`src/rtl/mips_pkg.sv`:
```
// Shared MIPS constants, fetch-slot state encoding and instruction-field helpers.
package mips_pkg;

    localparam logic [5:0]  OPC_J       = 6'b000010;
    localparam logic [5:0]  OPC_BEQ     = 6'b000100;
    localparam logic [5:0]  OPC_ADDI    = 6'b001000;
    localparam int unsigned INSTR_BYTES = 4;

    // Occupancy of the fetch/decode slot.
    typedef enum logic {
        ST_EMPTY = 1'b0,
        ST_FULL  = 1'b1
    } slot_state_e;

    // Major opcode field of an instruction word.
    function automatic logic [5:0] opcode(input logic [31:0] word);
        return word[31:26];
    endfunction

    // Jump target: the 26-bit field is a byte address; the upper PC bits are kept.
    function automatic logic [31:0] jtarget(input logic [31:0] pc, input logic [31:0] word);
        return {pc[31:26], word[25:0]};
    endfunction

endpackage

```
`src/rtl/fetch_pc_next.sv`:
```
// Combinational next-PC selection: sequential pc+4, or a predecoded j target.
module fetch_pc_next
    import mips_pkg::*;
#(
    parameter bit JUMP_PREDECODE = 1'b1
) (
    input  logic [31:0] pc_i,
    input  logic [31:0] imem_data_i,
    output logic [31:0] next_pc_c_o,
    output logic        is_jump_c_o
);

    // Redirect locally on j only when predecode is enabled; pc+4 wraps modulo 2^32.
    always_comb begin
        is_jump_c_o = JUMP_PREDECODE && (opcode(imem_data_i) == OPC_J);
        next_pc_c_o = is_jump_c_o ? jtarget(pc_i, imem_data_i)
                                  : pc_i + 32'(INSTR_BYTES);
    end

endmodule

```
`src/rtl/instr_fetch.sv`:
```
// Fetch stage: owns the PC, captures instruction memory into the decode slot,
// honours execute-stage redirects and counts stalled cycles.
module instr_fetch
    import mips_pkg::*;
#(
    parameter logic [31:0] RESET_PC       = 32'h0000_0000,
    parameter bit          JUMP_PREDECODE = 1'b1,
    parameter int unsigned STALL_CNT_W    = 16
) (
    input  logic                   clk,
    input  logic                   reset,
    output logic [31:0]            imem_addr,
    input  logic [31:0]            imem_data,
    output logic [31:0]            instr,
    output logic [31:0]            instr_pc,
    output logic                   instr_valid,
    input  logic                   instr_ready,
    input  logic                   redirect_valid,
    input  logic [31:0]            redirect_pc,
    output logic                   fetch_err,
    output logic [STALL_CNT_W-1:0] stall_cnt
);

    slot_state_e            state_q, state_d;
    logic [31:0]            pc_q, pc_d;
    logic [31:0]            instr_q, instr_d;
    logic [31:0]            instr_pc_q, instr_pc_d;
    logic                   fetch_err_q, fetch_err_d;
    logic [STALL_CNT_W-1:0] stall_cnt_q, stall_cnt_d;

    logic [31:0]            next_pc_c;
    logic                   is_jump_unused;
    logic                   adv_c;

    fetch_pc_next #(
        .JUMP_PREDECODE (JUMP_PREDECODE)
    ) u_pc_next (
        .pc_i        (pc_q),
        .imem_data_i (imem_data),
        .next_pc_c_o (next_pc_c),
        .is_jump_c_o (is_jump_unused)
    );

    // The slot may take a new word when it is empty or decode drains it this cycle.
    assign adv_c = (state_q == ST_EMPTY) || instr_ready;

    // Next-state: redirect beats capture beats stall.
    always_comb begin
        state_d     = state_q;
        pc_d        = pc_q;
        instr_d     = instr_q;
        instr_pc_d  = instr_pc_q;
        fetch_err_d = fetch_err_q;
        stall_cnt_d = stall_cnt_q;

        if (redirect_valid) begin
            pc_d    = {redirect_pc[31:2], 2'b00};
            state_d = ST_EMPTY;
            if (redirect_pc[1:0] != 2'b00) begin
                fetch_err_d = 1'b1;
            end
        end else if (adv_c) begin
            instr_d    = imem_data;
            instr_pc_d = pc_q;
            pc_d       = next_pc_c;
            state_d    = ST_FULL;
        end else if (stall_cnt_q != {STALL_CNT_W{1'b1}}) begin
            stall_cnt_d = stall_cnt_q + STALL_CNT_W'(1);
        end
    end

    // State registers with synchronous reset.
    always_ff @(posedge clk) begin
        if (reset) begin
            state_q     <= ST_EMPTY;
            pc_q        <= RESET_PC;
            instr_q     <= 32'h0;
            instr_pc_q  <= 32'h0;
            fetch_err_q <= 1'b0;
            stall_cnt_q <= '0;
        end else begin
            state_q     <= state_d;
            pc_q        <= pc_d;
            instr_q     <= instr_d;
            instr_pc_q  <= instr_pc_d;
            fetch_err_q <= fetch_err_d;
            stall_cnt_q <= stall_cnt_d;
        end
    end

    assign imem_addr   = pc_q;
    assign instr       = instr_q;
    assign instr_pc    = instr_pc_q;
    assign instr_valid = (state_q == ST_FULL);
    assign fetch_err   = fetch_err_q;
    assign stall_cnt   = stall_cnt_q;

endmodule

```
`config.mk`:
```
export PLATFORM = sky130hd
export DESIGN_NAME = instr_fetch
export DESIGN_NICKNAME = d
export VERILOG_FILES = /design/src/rtl/mips_pkg.sv /design/src/rtl/fetch_pc_next.sv /design/src/rtl/instr_fetch.sv
export SDC_FILE = /design/constraint.sdc
export NUM_CORES = 1
export LEC_CHECK = 0
export ABC_CLOCK_PERIOD_IN_PS = 3050
export CAP_MARGIN = 5
export CORE_ASPECT_RATIO = 0.75
export CORE_MARGIN = 8
export CORE_UTILIZATION = 45
export DETAILED_ROUTE_END_ITERATION = 6
export GPL_ROUTABILITY_DRIVEN = 0
export GPL_TIMING_DRIVEN = 0
export PLACE_DENSITY = 0.9
export SLEW_MARGIN = 10
export SYNTH_ARGS = -nofsm -noshare
export SYNTH_HDL_FRONTEND = slang
export SYNTH_HIERARCHICAL = 1
export SYNTH_SLANG_ARGS = --single-unit
```
`constraint.sdc`:
```
create_clock -name clk -period 3.05 [get_ports clk]
set_input_delay 0.305 -clock clk [delete_from_list [all_inputs] [get_ports clk]]
set_output_delay 0.305 -clock clk [all_outputs]
set_load 0.02 [all_outputs]
```
; ---- Word level (Yosys, flattened, before mapping)
; Index checks and enable logic that the tools add are counted.
[word_totals]
register_bits = 114
input_bits = 68
output_inout_bits = 114
[op_classes]
add_sub_neg = 2
n_eq_ne = 3
muxes = 3
n_bitwise = 3
reduce_logical = 8
[op_table]
columns = operator, count
row1 = 32-bit two-way mux, 3
row2 = 32-bit by 3-bit adder with 32-bit output (second input constant), 1
row3 = 16-bit by 1-bit adder with 16-bit output (second input constant), 1
row4 = 16-bit != test (second input constant), 1
row5 = 6-bit by 2-bit == test with 1-bit output (second input constant), 1
row6 = 2-bit AND reduction, 3
row7 = 2-bit nonzero test, 2
row8 = 1-bit inverter, 3
row9 = 3-bit AND reduction, 1
row10 = 2-bit != test (second input constant), 1
row11 = 2-bit OR reduction, 1
row12 = 1-bit logical OR, 1

; ---- Logic depth before layout (Yosys ltp)
; Gate-level depths: netlist of the first run.
[depth]
depth_word = 4
depth_mapped = 8

; ---- Cells and area by module
; Netlist of the first run, hierarchy kept.
[by_module_without_submodules]
columns = module, instances, cells_per_inst, area_each_um2, seq_area_each_um2
row1 = instr_fetch, 1, 521, 4510.6, 2282.2
row2 = fetch_pc_next, 1, 164, 938.4, 0.0

; ---- Least setup slack after synthesis of the first run
; No wires, ideal clock.
[synth_timing]
path_kind = register to register
startpoint = register pc_q[5] (netlist: imem_addr[5])
endpoint = register pc_q[29] (netlist: imem_addr[29])
setup_time_ns = 0.128
arrival_ns = 2.263
path_slack_ns = 0.660
path_stages_with_launch = 9
path_buffers = 1
cell_sequence = dfxtp_1 > nand4_1 > buf_2 > or4_1 > nor4_1 > xor2_1 > mux2_1 > mux2i_1 > nor2_1
[synth_between]
elab_chain_len = 4
[synth_rtl]
columns = item, line_no
row1 = start: declaration, instr_fetch.sv:25  ; logic [31:0] pc_q, pc_d;
row2 = start signal: assignment, instr_fetch.sv:83  ; pc_q <= pc_d;
row3 = 32-bit by 3-bit adder with 32-bit output, fetch_pc_next.sv:17  ; : pc_i + 32'(INSTR_BYTES);
row4 = 32-bit two-way mux, fetch_pc_next.sv:16  ; next_pc_c_o = is_jump_c_o ? jtarget(pc_i, imem_data_i)
row5 = named net next_pc_c[29], instr_fetch.sv:31  ; logic [31:0] next_pc_c;
row6 = 32-bit two-way mux, instr_fetch.sv:62  ; end else if (adv_c) begin
row7 = 32-bit two-way mux, instr_fetch.sv:56  ; if (redirect_valid) begin
; The timed path passes the listed nets, and every way through them passes these cells. The select of a mux whose other input is x is not followed.
; A chain may end at the register's enable or synchronous reset.

; ---- Worst setup path after layout of the first run
[layout_timing]
startpoint = register pc_q[4] (netlist: imem_addr[4])
endpoint = register pc_q[29] (netlist: imem_addr[29])
; The elaborated chain is that of the path after synthesis.

==> metrics.txt, run 1 <==
die height 111 um; Yosys warning count 6; WL per Instance 18.1 um; Post-Syn Area around 5400 um2; arrival time at the worst endpoint 3.02 ns; prevailing post-synth register cell dfxtp_1; Mean Syn Cell Area 7.95 um2; r2r setup slk a little over 0.3 ns; Async SR Flop Fraction 0%; Reg clk slew, reported paths around 0.060 ns; Fin Hold WS around 0.31 ns; Clock Sinks 114; data required time of the worst path roughly 3.3 ns; Net Sw Power approximately 0.0011 W; ANT cells 0; CP endpoint kind flip-flop; synth-to-layout area growth 48.3%; Seq/Total Area, Yosys between 40% and 50%; synth top area cells dfxtp_1, nand2_1, a21oi_1; Filler cells a little over 900; EDFF count, synth 0; maximum clock frequency between 300 and 400 MHz; Final ANT Viol Nets 0; pwr dens 539 nW/um2; switch share 24.7%; final total power 0.00435 W; largest net degree at the start of global routing 17; Multi-input gate area between 2000 and 3000 um2; FF/Latch Area between 2000 and 2500 um2; Die Area between 15000 and 20000 um2; setup TNS 0 ns; fraction of layout cells with a size suffix above 1 4.57%; critical path peak fanout 8; Max-Cap Viols 0; first-pass GRT wire length roughly 29000 um; most area-hungry cell type in the Yosys netlist dfxtp_1; critical path type flip-flop to flip-flop; final setup violating endpoints 0; skew final ~0.006 ns; Post-CTS Resized 0; VDD IR-drop max a little over 0.4 mV; Hold Path Stages 3; reg2reg end imem_addr[29]$_SDFFE_PP0P_; initial antenna violation count 0; hold buffer count at CTS 0; First-pass DRT Iterations 6; I/O pins 182; H-tree Lvls 4; DR DRC count 0; most frequent cell after synthesis nand2_1; via count 5800; vias in the first global route 5379; Least-Margin Pin Slew ~0.90 ns; pre-CTS setup slack between 0.03 and 0.04 ns; root buffer cell clkbuf_16; syn nets approximately 760; total CTS buffers 17; Tmin final 2.74 ns; IO Port Bufs between 150 and 200; Seq pwr share about 38%; Mapped Cells between 600 and 700; Hold Path Class input pin to flip-flop; grt total ovfl 0; Bufs on Longest Clock Path 2; status finished clean; Core Rows 34; placed cell area between 7000 and 8000 um2; final worst-path cycle share between 80% and 90%; clock latency on the worst-skew pair between 0.4 and 0.5 ns; top cells by count, synth nand2_1, dfxtp_1, a21oi_1, nor2_1, clkbuf_1; Final #Nets approximately 950; Chip Width approximately 140 um; postcts setup bufs 0; Initial Util approximately 47%; part of the power in combinational logic 13.9%; Worst Setup Slack, final about 0.31 ns; TritonCTS clock tree built; hpwl dp 14600 um; HP Start reset; WL final 19200 um; crit start category flip-flop; Hold Violations, Final 0; 1st-iter DRT viols 463; R2R cell count 8; Clk network pwr share between 40% and 50%; internal power 0.00328 W; RSZ-0062 raised after global routing false; LEAKAGE 2.97 nW; R2R Path Start imem_addr[4]$_SDFFE_PP0P_; Yosys top cell area share a little over two fifths; GRT Resource Usage Total 23.2%; core area ~12000 um2; relative slew slack between 30% and 40%; Netlist cell types 43; final design area excluding fillers between 8000 and 9000 um2; Slew Limit Fails 0; flops & latches, synth 114; Via density between 5 and 6; hold worst-path end stall_cnt[3]$_SDFFE_PP0P_
worst max-delay path by stage:
stage                                    startpoint                    endpoint  slack [ns]  cells past startpoint
after global routing      imem_addr[4]$_SDFFE_PP0P_  imem_addr[27]$_SDFFE_PP0P_        0.22                      8
after floorplan           imem_addr[5]$_SDFFE_PP0P_  imem_addr[29]$_SDFFE_PP0P_        0.66                      8
final                     imem_addr[4]$_SDFFE_PP0P_  imem_addr[29]$_SDFFE_PP0P_        0.31                      8
after detailed placement              imem_data[31]  imem_addr[12]$_SDFFE_PP0P_        0.04                      9
after CTS                 imem_addr[4]$_SDFFE_PP0P_  imem_addr[29]$_SDFFE_PP0P_        0.44                      8
after global placement                imem_data[31]  imem_addr[12]$_SDFFE_PP0P_        0.08                      9
layer usage:
metal | share of wire, % | GRT usage [%] | routed length (um)
met1 | 43 | 29.2 | 8160
met2 | 44 | 36.0 | 8490
met3 | 11 | 7.36 | 2040
met4 | 2.6 | 8.69 | 498
met5 | 0 | 0 | 0
layout by cell type, fill, tap and decap left out, drive strengths merged, types with 7 or more instances in the layout:
| cell | count |
|---|---|
| o31ai | 11 |
| nand4 | 10 |
| mux2i | 34 |
| or4 | 19 |
| nor2 | 59 |
| clkbuf | 64 |
| xor2 | 7 |
| mux2 | 31 |
| xnor2 | 11 |
| inv | 10 |
| a21oi | 89 |
| nand2 | 161 |
| clkdlybuf4s50 | 180 |
| nor3 | 11 |
| a31oi | 10 |
| nand3 | 13 |
| o21ai | 11 |
| dfxtp | 114 |
cell type report:
| type | count | area share (%) |
|---|---|---|
| clock buffer | 22 | 5.87 |
| inverter | 10 | 0.464 |
| buffer | 47 | 2.34 |
| clock inverter | 10 | 1.92 |
| sequential | 114 | 28.2 |
| timing repair buffer | 180 | 22.3 |
| tap | 162 | 2.51 |
| multi-input combinational | 514 | 36.4 |
registers in the layout, indices dropped and copies added (netlist names):
name / flops
stall_cnt: 16
fetch_err: 1
imem_addr: 32
instr_pc: 32
instr_valid: 1
instr: 32
power groups by stage:
| stage | clock network [W] | logic, W | registers, W |
|---|---|---|---|
| after global placement | 0 | 0.000590 | 0.00166 |
| after detailed placement | 0 | 0.000600 | 0.00166 |
| after CTS | 0.00213 | 0.000604 | 0.00163 |
| final | 0.00211 | 0.000605 | 0.00164 |
| after global routing | 0.00219 | 0.000645 | 0.00165 |
| after floorplan | 0 | 0.000216 | 0.00173 |
worst max-delay path, cell delays in order (launching register included):
cell and delay, ns:
dfxtp_1 0.42, clkbuf_1 0.31, nand4_1 0.27, or4_1 0.58, nor4_1 0.42, xor2_1 0.12
mux2_1 0.31, mux2i_1 0.14, nor2_1 0.06
cells by family after synthesis:
| logic type | Yosys count | share of synthesized area, % |
|---|---|---|
| flops | 114 | 41.9 |
| mux | 65 | 12.7 |
| compound gates | 127 | 12.7 |
| fa+ha+maj | 2 | 0.459 |
| simple gates | 302 | 25.2 |
| xor+xnor | 18 | 2.89 |
| buf+inv | 57 | 4.16 |
stage by stage:
stage / std cells / util (%)
6_report: 1059 / 69.1
5_1_grt: 1059 / 69.1
4_1_cts: 1059 / 69.1
3_5_place_dp: 1027 / 63.7
3_3_place_gp: 1027 / 63.7
2_1_floorplan: 685 / -
Note: power is estimated with default switching activity, not from simulation.
==> run 2, diff against run 1 <==
--- a/config.mk
+++ b/config.mk
@@ -5,7 +5,6 @@
 export SDC_FILE = /design/constraint.sdc
 export NUM_CORES = 1
 export LEC_CHECK = 0
-export ABC_CLOCK_PERIOD_IN_PS = 3050
 export CAP_MARGIN = 5
 export CORE_ASPECT_RATIO = 0.75
 export CORE_MARGIN = 8
@@ -14,6 +13,7 @@
 export GPL_ROUTABILITY_DRIVEN = 0
 export GPL_TIMING_DRIVEN = 0
 export PLACE_DENSITY = 0.9
+export SETUP_SLACK_MARGIN = 0.2
 export SLEW_MARGIN = 10
 export SYNTH_ARGS = -nofsm -noshare
 export SYNTH_HDL_FRONTEND = slang
==> results of run 2 <==
Final layout, timing and power as in run 1 (identical DEF).
